<file path="config.mk">
export PLATFORM = sky130hd
export DESIGN_NAME = coproc_cmd_sched
export DESIGN_NICKNAME = d
export VERILOG_FILES = /design/src/rtl/coproc_sched_pkg.sv /design/src/rtl/sched_cmd_fifo.sv /design/src/rtl/coproc_cmd_sched.sv
export SDC_FILE = /design/constraint.sdc
export NUM_CORES = 1
export LEC_CHECK = 0
export ABC_CLOCK_PERIOD_IN_PS = 4090
export BUFFER_PORTS_ARGS = -buffer_cell sky130_fd_sc_hd__buf_2
export CORE_MARGIN = 4
export CORE_UTILIZATION = 57
export DETAILED_ROUTE_END_ITERATION = 16
export PLACE_DENSITY_LB_ADDON = 0.05
export SKIP_CTS_REPAIR_TIMING = 1
export SLEW_MARGIN = 15
export SYNTH_ARGS = -nofsm -noshare
export SYNTH_HDL_FRONTEND = slang
export SYNTH_SLANG_ARGS = --single-unit
</file>
<file path="constraint.sdc">
create_clock -name clk -period 4.09 [get_ports clk]
set_clock_uncertainty 0.05 [all_clocks]
set_input_delay 0.6135 -clock clk [delete_from_list [all_inputs] [get_ports clk]]
set_output_delay 0.6135 -clock clk [all_outputs]
set_load 0.005 [all_outputs]
</file>
<file path="src/rtl/coproc_sched_pkg.sv">
// Shared types for the coprocessor command scheduler: command word layout and FSM states.
package coproc_sched_pkg;

  localparam int FUNC_W = 3;

  typedef struct packed {
    logic [FUNC_W-1:0] func;
    logic              gray;
    logic              img_idx;
  } cmd_t;

  typedef enum logic [1:0] {
    IDLE      = 2'd0,
    START     = 2'd1,
    WAIT_DONE = 2'd2
  } state_t;

endpackage

</file>
<file path="src/rtl/sched_cmd_fifo.sv">
// First-word-fall-through command FIFO with push, pop, flush and occupancy count.
module sched_cmd_fifo
  import coproc_sched_pkg::*;
#(
  parameter int DEPTH = 4
) (
  input  logic                   clk,
  input  logic                   rst_n,
  input  logic                   push,
  input  logic                   pop,
  input  logic                   flush,
  input  cmd_t                   wdata,
  output cmd_t                   head,
  output logic                   full,
  output logic                   empty,
  output logic [$clog2(DEPTH):0] count
);

  localparam int AW = $clog2(DEPTH);
  localparam int CW = AW + 1;

  cmd_t          mem_r [DEPTH];
  logic [AW-1:0] wr_ptr_r;
  logic [AW-1:0] rd_ptr_r;
  logic [CW-1:0] count_r;
  logic          push_ok_s;
  logic          pop_ok_s;

  assign full      = (count_r == CW'(DEPTH));
  assign empty     = (count_r == CW'(0));
  assign count     = count_r;
  assign head      = mem_r[rd_ptr_r];
  // flush drops a same-cycle push; a same-cycle pop has already read head
  assign push_ok_s = push & ~full & ~flush;
  assign pop_ok_s  = pop & ~empty;

  // Storage, pointers and occupancy
  always_ff @(posedge clk or negedge rst_n) begin
    if (!rst_n) begin
      for (int i = 0; i < DEPTH; i++) begin
        mem_r[i] <= '0;
      end
      wr_ptr_r <= '0;
      rd_ptr_r <= '0;
      count_r  <= '0;
    end else if (flush) begin
      wr_ptr_r <= '0;
      rd_ptr_r <= '0;
      count_r  <= '0;
    end else begin
      if (push_ok_s) begin
        mem_r[wr_ptr_r] <= wdata;
        wr_ptr_r        <= wr_ptr_r + AW'(1);
      end
      if (pop_ok_s) begin
        rd_ptr_r <= rd_ptr_r + AW'(1);
      end
      case ({push_ok_s, pop_ok_s})
        2'b10:   count_r <= count_r + CW'(1);
        2'b01:   count_r <= count_r - CW'(1);
        default: count_r <= count_r;
      endcase
    end
  end

endmodule

</file>
<file path="src/rtl/coproc_cmd_sched.sv">
// Issues queued commands to the image coprocessor one at a time with completion tracking.
// Optional WAIT_DONE watchdog enabled by defining COPROC_SCHED_TIMEOUT_EN.
module coproc_cmd_sched
  import coproc_sched_pkg::*;
#(
  parameter int DEPTH          = 4,
  parameter int CNT_W          = 16,
  parameter int TIMEOUT_CYCLES = 2**20
) (
  input  logic                   clk,
  input  logic                   rst_n,
  input  logic                   cmd_valid,
  output logic                   cmd_ready,
  input  logic [FUNC_W-1:0]      cmd_func,
  input  logic                   cmd_gray,
  input  logic                   cmd_img_idx,
  input  logic                   flush,
  input  logic                   irq_en,
  input  logic                   irq_clr,
  input  logic                   cp_rdy,
  input  logic                   cp_done,
  output logic                   cp_start,
  output logic [FUNC_W-1:0]      cp_func,
  output logic                   cp_gray,
  output logic                   cp_img_idx,
  output logic                   busy,
  output logic [$clog2(DEPTH):0] fifo_cnt,
  output logic [CNT_W-1:0]       done_cnt,
  output logic                   irq,
  output logic                   err_spur,
  output logic                   timeout
);

  localparam int CW = $clog2(DEPTH) + 1;

  state_t  state_r;
  cmd_t    cmd_in_s;
  cmd_t    head_s;
  logic    fifo_full_s;
  logic    fifo_empty_s;
  logic    pop_s;
  logic    wd_hit_s;
  logic    irq_set_s;
  logic    spur_set_s;
  logic    to_set_s;

  assign cmd_in_s  = '{func: cmd_func, gray: cmd_gray, img_idx: cmd_img_idx};
  assign cmd_ready = ~fifo_full_s;
  assign busy      = (state_r != IDLE) | (fifo_cnt != CW'(0));

  sched_cmd_fifo #(
    .DEPTH (DEPTH)
  ) u_fifo (
    .clk   (clk),
    .rst_n (rst_n),
    .push  (cmd_valid),
    .pop   (pop_s),
    .flush (flush),
    .wdata (cmd_in_s),
    .head  (head_s),
    .full  (fifo_full_s),
    .empty (fifo_empty_s),
    .count (fifo_cnt)
  );

`ifdef COPROC_SCHED_TIMEOUT_EN
  localparam int TW = $clog2(TIMEOUT_CYCLES) + 1;
  logic [TW-1:0] wd_cnt_r;

  // Counts consecutive WAIT_DONE cycles; cleared everywhere else
  always_ff @(posedge clk or negedge rst_n) begin
    if (!rst_n) begin
      wd_cnt_r <= '0;
    end else if ((state_r == WAIT_DONE) && !cp_done) begin
      wd_cnt_r <= wd_cnt_r + TW'(1);
    end else begin
      wd_cnt_r <= '0;
    end
  end

  assign wd_hit_s = (state_r == WAIT_DONE) && (wd_cnt_r == TW'(TIMEOUT_CYCLES - 1));
`else
  assign wd_hit_s = 1'b0;
`endif

  // Pop decision and sticky-flag set conditions
  always_comb begin
    pop_s      = 1'b0;
    irq_set_s  = 1'b0;
    spur_set_s = 1'b0;
    to_set_s   = 1'b0;
    if ((state_r == IDLE) && !fifo_empty_s && cp_rdy) begin
      pop_s = 1'b1;
    end else begin
      pop_s = 1'b0;
    end
    if (state_r == WAIT_DONE) begin
      irq_set_s = cp_done & irq_en;
      to_set_s  = wd_hit_s & ~cp_done;
    end else begin
      spur_set_s = cp_done;
    end
  end

  // Issue FSM with registered coprocessor interface and completion counter
  always_ff @(posedge clk or negedge rst_n) begin
    if (!rst_n) begin
      state_r    <= IDLE;
      cp_start   <= 1'b0;
      cp_func    <= '0;
      cp_gray    <= 1'b0;
      cp_img_idx <= 1'b0;
      done_cnt   <= '0;
    end else begin
      case (state_r)
        IDLE: begin
          if (pop_s) begin
            state_r    <= START;
            cp_start   <= 1'b1;
            cp_func    <= head_s.func;
            cp_gray    <= head_s.gray;
            cp_img_idx <= head_s.img_idx;
          end else begin
            state_r  <= IDLE;
            cp_start <= 1'b0;
          end
        end
        START: begin
          state_r  <= WAIT_DONE;
          cp_start <= 1'b0;
        end
        WAIT_DONE: begin
          cp_start <= 1'b0;
          if (cp_done) begin
            state_r  <= IDLE;
            done_cnt <= done_cnt + CNT_W'(1);
          end else if (wd_hit_s) begin
            state_r <= IDLE;
          end else begin
            state_r <= WAIT_DONE;
          end
        end
        default: begin
          state_r  <= IDLE;
          cp_start <= 1'b0;
        end
      endcase
    end
  end

  // Sticky status flags; a set in the same cycle as irq_clr takes priority
  always_ff @(posedge clk or negedge rst_n) begin
    if (!rst_n) begin
      irq      <= 1'b0;
      err_spur <= 1'b0;
      timeout  <= 1'b0;
    end else begin
      irq      <= irq_set_s  | (irq      & ~irq_clr);
      err_spur <= spur_set_s | (err_spur & ~irq_clr);
      timeout  <= to_set_s   | (timeout  & ~irq_clr);
    end
  end

endmodule

</file>
Word level (Yosys, flattened, before mapping)
Cells that the tools add are included.

word-level totals
  input port bits = 13
  logic and storage cells = 87
  register bits after elaboration = 54
  output and inout port bits = 30

cells by class
  multiplexer cells = 20
  add/subtract/negate cells = 5
  reduce and logical (&&, ||, !) cells = 14
  eq/ne operators = 5
  bitwise logic cells = 16
  order comparisons = 3

operators by type and width
  cell                     number
  $bwmux W20               1
  $add A16 B1 Y16 const B  1
  $mux W5                  3
  $bmux W5 S2              1
  $demux W5 S2             1
  $mux W2                  5
  $and A1 B1 Y1            7
  $ge A3 B3 Y1 const B     2
  $mux W1                  6
  $not A2 Y3               2
  $pmux W2 S3              1
  $pmux W3 S2              1
  $reduce_and A2 Y1        3
  $reduce_bool A2 Y1       3
  $reduce_bool A3 Y1       2
  $add A2 B1 Y2 const B    2
  $eq A2 B1 Y1 const B     2
  $eq A2 B2 Y1 const B     2
  $not A1 Y1               4
  $add A3 B1 Y3 const B    1
  $eq A3 B3 Y1 const B     1
  $logic_and A1 B1 Y1      3
  $logic_not A3 Y1         1
  $lt A3 B1 Y1 const B     1
  other kinds (5)          7

Longest topological paths before layout
  depth in word-level cells = 9
  gate-level depth with buffers = 7
  depth with buffers taken out = 7

By module
Synthesis repeated with hierarchy kept, for this count alone.

second synthesis, totals
  cells, all modules = 207
  area total of the unflattened synthesis = 2637.5 µm²

modules (own cells, without submodules)
  module            seq. area each (µm²)  cells an instance  instances  area each (µm²)
  sched_cmd_fifo    675.6                 113                1          1468.9
  coproc_cmd_sched  675.6                 94                 1          1168.6

Least setup slack after synthesis
OpenSTA, ideal clock, no wires.

  path type = reg2reg
  start point = register u_fifo.count_r[0], in the netlist u_fifo.count[0]
  end point = register u_fifo.count_r[2], in the netlist u_fifo.count[2]
  library setup time = 0.128 ns
  arrival = 2.093 ns
  period minus slack after synthesis = 2.271 ns
  slack = 1.819 ns
  data required time = 3.912 ns
  buffers on the path = 0
  cell stages (with the launch flop) = 8
  path through = dfrtp_1 > or3b_4 > and3b_4 > nor2_1 > fa_1 > and4b_1 > a22oi_1 > mux2_1

between the ends
  elaborated cells on any way between the ends = 18
  classes of those cells = 2 x add/sub; 3 x eq/ne; 3 x mux; 5 x bitwise; 5 x reduce/logical

RTL lines
  what                                                 line                    source
  start, declared                                      sched_cmd_fifo.sv:25    logic [CW-1:0] count_r;
  start signal, assigned                               sched_cmd_fifo.sv:59    2'b10: count_r <= count_r + CW'(1);
  start signal, assigned                               sched_cmd_fifo.sv:60    2'b01: count_r <= count_r - CW'(1);
  start signal, assigned                               sched_cmd_fifo.sv:61    default: count_r <= count_r;
  $eq A3 B3 Y1 (*)                                     sched_cmd_fifo.sv:29    assign full = (count_r == CW'(DEPTH));
  $not A1 Y1 (*)                                       --
  named net cmd_ready                                  coproc_cmd_sched.sv:13  output logic cmd_ready,
  $and A1 B1 Y1 (*) (2 in a row)                       sched_cmd_fifo.sv:34    assign push_ok_s = push & ~full & ~flush;
  $eq A2 B1 Y1 / $eq A2 B2 Y1 (equally long branches)  sched_cmd_fifo.sv:58    case ({push_ok_s, pop_ok_s})
  $pmux W3 S2                                          sched_cmd_fifo.sv:58
  $mux W3                                              sched_cmd_fifo.sv:46    end else if (flush) begin

Mark *: on every way through the listed nets, which the timed path passes. The rest lies on a longest branch.
A chain may end at the register's enable or synchronous reset.

Worst setup path in the final report
  start point = register u_fifo.count_r[0], in the netlist u_fifo.count[0]
  end point = register u_fifo.count_r[2], in the netlist u_fifo.count[2]

between the ends
  word-level cells in the longest chain between the ends = 9
  elaborated cells on any way between the ends = 18
  classes of those cells = 2 x add/sub; 3 x eq/ne; 3 x mux; 5 x bitwise; 5 x reduce/logical

RTL lines
  what                                                 line                    source
  $logic_not A3 Y1                                     sched_cmd_fifo.sv:30    assign empty = (count_r == CW'(0));
  $logic_not A1 Y1                                     coproc_cmd_sched.sv:92  if ((state_r == IDLE) && !fifo_empty_s && cp_rdy) begin
  $logic_and A1 B1 Y1 (2 in a row)                     coproc_cmd_sched.sv:92
  $mux W1                                              coproc_cmd_sched.sv:92
  $and A1 B1 Y1                                        sched_cmd_fifo.sv:35    assign pop_ok_s = pop & ~empty;
  $eq A2 B1 Y1 / $eq A2 B2 Y1 (equally long branches)  sched_cmd_fifo.sv:58
  $pmux W3 S2                                          sched_cmd_fifo.sv:58
  $mux W3                                              sched_cmd_fifo.sv:46

Several ways; a longest one is shown, not always the timed one.

==> results.txt <==
----------------------------------------------------
[Run status]
  Result of the run ... finished, final reports clean

[Yosys]
  Mean instance size in the synthesized netlist ... roughly 14 sq um
  Sequential cell area fraction in the yosys report ... 53.5%
  Total of warnings raised by yosys ... 0
  Ys flop type ... sky130_fd_sc_hd__dfrtp_1
  Number of flip-flops and latches in the synthesized netlist ... 53
  Post-synth EDFFs ... 0
  Gate count after technology mapping ... ~180
  Net Count, Synth ... 200
  Summed instance area of the synthesized netlist ... between 2000 and 2500 sq um
  Distinct cell type count after synthesis ... 34
  Share of flip-flops with an asynchronous set or reset after synthesis ... 100%

[Clock network]
  Clock Sinks ... 53
  Inserted Clock Buffers ... 5
  CTS max path bufs ... 2
  Root buffer cell ... sky130_fd_sc_hd__clkbuf_8
  CTS clock-pin slew for the worst setup and hold paths ... 90 ps
  CTS tree ... done
  Number of levels in the clock H-tree ... 2
  Clock Latency Late Sink ... around 300 ps

[GRT]
  Largest net degree at the start of global routing ... 54
  Number of antenna violations at the first check in global routing ... 0
  Vias in the first global route ... 1553
  Total congestion overflow ... 0
  Total global-route track usage ... about 18%
  Global-route wire length before repair ... 7240 microns

[Layout]
  Share of cells above drive strength 1 ... about two fifths
  Non-filler instance count after layout ... between 200 and 300
  Final Instance Area ... roughly 2800 sq um
  Inserted Diodes ... 0
  P&R area growth vs syn ... 14.0%
  Final net count ... 246

[Place]
  Placed cells ... 270
  Port bufs ... 42
  Half-perimeter wire length after detailed placement ... around 3200 microns
  Total cell area at the placement stage ... ~2700 sq um
  Final weighted congestion in routability-driven placement ... around 0.83

[Route]
  Antenna Nets Post-Route ... 0
  Total length of routed wires ... 4400 microns
  TritonRoute pass-1 iters ... 4
  Via count ... around 1.6k
  Initial DRC count ... 62
  Average wire per cell in the routed design ... approximately 16 microns
  Per-cell via count in the routed design ... between 5 and 6
  Remaining routing DRC violations ... 0

[Worst setup path]
  Kind of cell adding the most delay to the critical path ... simple AND/OR/NAND/NOR gates
  Critical-path top delay cell ... sky130_fd_sc_hd__dfrtp_1
  Largest stage delay on the critical path ... between 400 and 500 ps
  Cell breakdown of the critical path ... or3b_4 -> and3b_4 -> nor2_1 -> fa_1 -> and4b_1 -> a22oi_1 -> mux2_1
  Crit path max fanout ... 6
  Worst Path Arrival ... ~2600 ps
  Kind of capture point of the worst setup path ... flip-flop
  Worst setup path class ... reg2reg
  Startpoint class of the critical path ... flip-flop
  Number of buffers and inverters on the critical path ... 0
  CP required ... about 4200 ps

[Die]
  Number of primary I/O pins ... 43
  Core Rows ... 23
  Initial Utilization ... 60.2%
  Height of the chip ... 73.9 microns
  Die area ... around 5500 sq um
  Core region area ... around 4000 sq um
  Die X-Extent ... 73.9 microns

[STA]
  Final critical-path required period ... roughly 2400 ps
  RSZ-0062 raised after global routing ... no
  Setup TNS after final layout ... 0 ps
  Final slew viol count ... 0
  Setup violators final ... 0
  Slew headroom ... between 50% and 60%
  Actual slew at the worst max-slew pin ... between 600 and 700 ps
  Final-report hold violation count ... 0
  Period utilization ... about three fifths
  Highest Clock Rate ... around 410 MHz

[Worst hold path]
  Class of the most critical hold timing path ... in2async

[Power and ir drop]
  Worst supply voltage drop on vdd ... roughly 0.34 mV
  Leakage component of the power ... ~1.4 nW
  Areal power density over the cells ... between 500 and 600 nW/um^2

[Job]
  Max-cap check violation count ... 0

----------------------------------------------------
synthesized netlist by cell type (3+ instances only):
| master | count | share of area, % |
|---|---|---|
| sky130_fd_sc_hd__nand3_1 | 7 | 1.4 |
| sky130_fd_sc_hd__dfrtp_1 | 53 | 54 |
| sky130_fd_sc_hd__nand2b_1 | 5 | 1.3 |
| sky130_fd_sc_hd__inv_1 | 8 | 1.2 |
| sky130_fd_sc_hd__mux2_2 | 25 | 11 |
| sky130_fd_sc_hd__mux4_2 | 5 | 4.5 |
| sky130_fd_sc_hd__ha_1 | 5 | 2.5 |
| sky130_fd_sc_hd__clkbuf_1 | 3 | 0.45 |
| sky130_fd_sc_hd__xor2_1 | 4 | 1.4 |
| sky130_fd_sc_hd__o21ai_0 | 3 | 0.61 |
| sky130_fd_sc_hd__nand4_1 | 5 | 1.3 |
| sky130_fd_sc_hd__xnor2_1 | 14 | 4.9 |
| sky130_fd_sc_hd__nand2_1 | 7 | 1.1 |
| sky130_fd_sc_hd__nor2_1 | 8 | 1.2 |
| sky130_fd_sc_hd__nor2b_1 | 3 | 0.76 |
| sky130_fd_sc_hd__nand2_4 | 4 | 1.8 |
cell usage in the layout, fill, tap and decap left out, types with 3 or more instances in the layout:
cell,instances
sky130_fd_sc_hd__nor2_1,8
sky130_fd_sc_hd__nand2b_1,5
sky130_fd_sc_hd__nand4_1,5
sky130_fd_sc_hd__inv_1,8
sky130_fd_sc_hd__dfrtp_1,53
sky130_fd_sc_hd__buf_2,41
sky130_fd_sc_hd__ha_1,5
sky130_fd_sc_hd__nor2b_1,3
sky130_fd_sc_hd__mux2_2,25
sky130_fd_sc_hd__xor2_1,4
sky130_fd_sc_hd__mux4_2,5
sky130_fd_sc_hd__nand2_4,4
sky130_fd_sc_hd__clkbuf_8,5
sky130_fd_sc_hd__xnor2_1,14
sky130_fd_sc_hd__o21ai_0,3
sky130_fd_sc_hd__nand2_1,7
sky130_fd_sc_hd__nand3_1,7
cells by family after synthesis:
group / after synthesis / share of synthesized area (%)
AO/OA/AOI/OAI: 5 / 1.11
buffers and inverters: 11 / 1.67
XOR/XNOR: 19 / 7.02
AND/OR/NAND/NOR: 53 / 15.5
flip-flops: 53 / 53.5
multiplexers: 34 / 17.8
adder cells (fa/ha/maj): 6 / 3.33
per-layer routing:
metal / up-vias / global-route usage [%] / share of wire [%]
met4: 0 / 4.83 / 1.2
met3: 8 / 4.92 / 5.4
li1: 722 / - / -
met5: - / 0 / 0
met1: 777 / 21.0 / 41
met2: 47 / 31.8 / 52
power breakdown:
| part | internal, mW | switching [mW] | leakage (nW) |
|---|---|---|---|
| sequential | 0.694 | 0.134 | 0.681 |
| combinational | 0.341 | 0.238 | 0.684 |
| clock | 0.119 | 0.162 | 0.0450 |
| total | 1.15 | 0.534 | 1.41 |
sequential cells by signal, summed over array words and instances, names as in the netlist:
signal	count
irq	1
done_cnt	16
err_spur	1
timeout	1
cp_func	3
u_fifo.rd_ptr_r	2
state_r	1
cp_start	1
u_fifo.mem_r	20
cp_gray	1
u_fifo.wr_ptr_r	2
u_fifo.count	3
cp_img_idx	1
area by class of cell:
cell class                 count  area (sq um)
clock buffer                   6          72.6
clock inverter                 2          10.0
fill                         310          1290
inverter                       8          30.0
multi-input combinational    117          1110
sequential                    53          1330
tap                           50          62.6
timing repair buffer          42           213
worst register-to-register path, stage by stage (launching register included):
cell                      delay [ps]
sky130_fd_sc_hd__dfrtp_1         450
sky130_fd_sc_hd__or3b_4          450
sky130_fd_sc_hd__and3b_4         260
sky130_fd_sc_hd__nor2_1          130
sky130_fd_sc_hd__fa_1            220
sky130_fd_sc_hd__and4b_1         200
sky130_fd_sc_hd__a22oi_1         220
sky130_fd_sc_hd__mux2_1          340
final timing paths:
kind	end	depth (start not counted)	startpoint	slack, ps
setup / recovery	u_fifo.count[2]	7	u_fifo.count[0]	1670
hold / removal	irq	1	rst_n	280
setup reg to reg	u_fifo.count[2]	7	u_fifo.count[0]	1670
hold reg to reg	done_cnt[15]	1	done_cnt[15]	420
max in group asynchronous	u_fifo.mem_r[11]	1	rst_n	3280
min in group clk	done_cnt[15]	1	done_cnt[15]	420
metrics by stage:
step	power (mW)	worst slack, ps	hold slack [ps]	util, %
floorplan	1.24	1820	268	-
finish	1.69	1670	284	68.6
CTS	1.71	1660	421	68.6
global route	1.81	1530	330	68.6
global placement	1.39	1660	405	66.6
detailed placement	1.43	1570	415	66.6
Power figures use the tool's default switching activity.
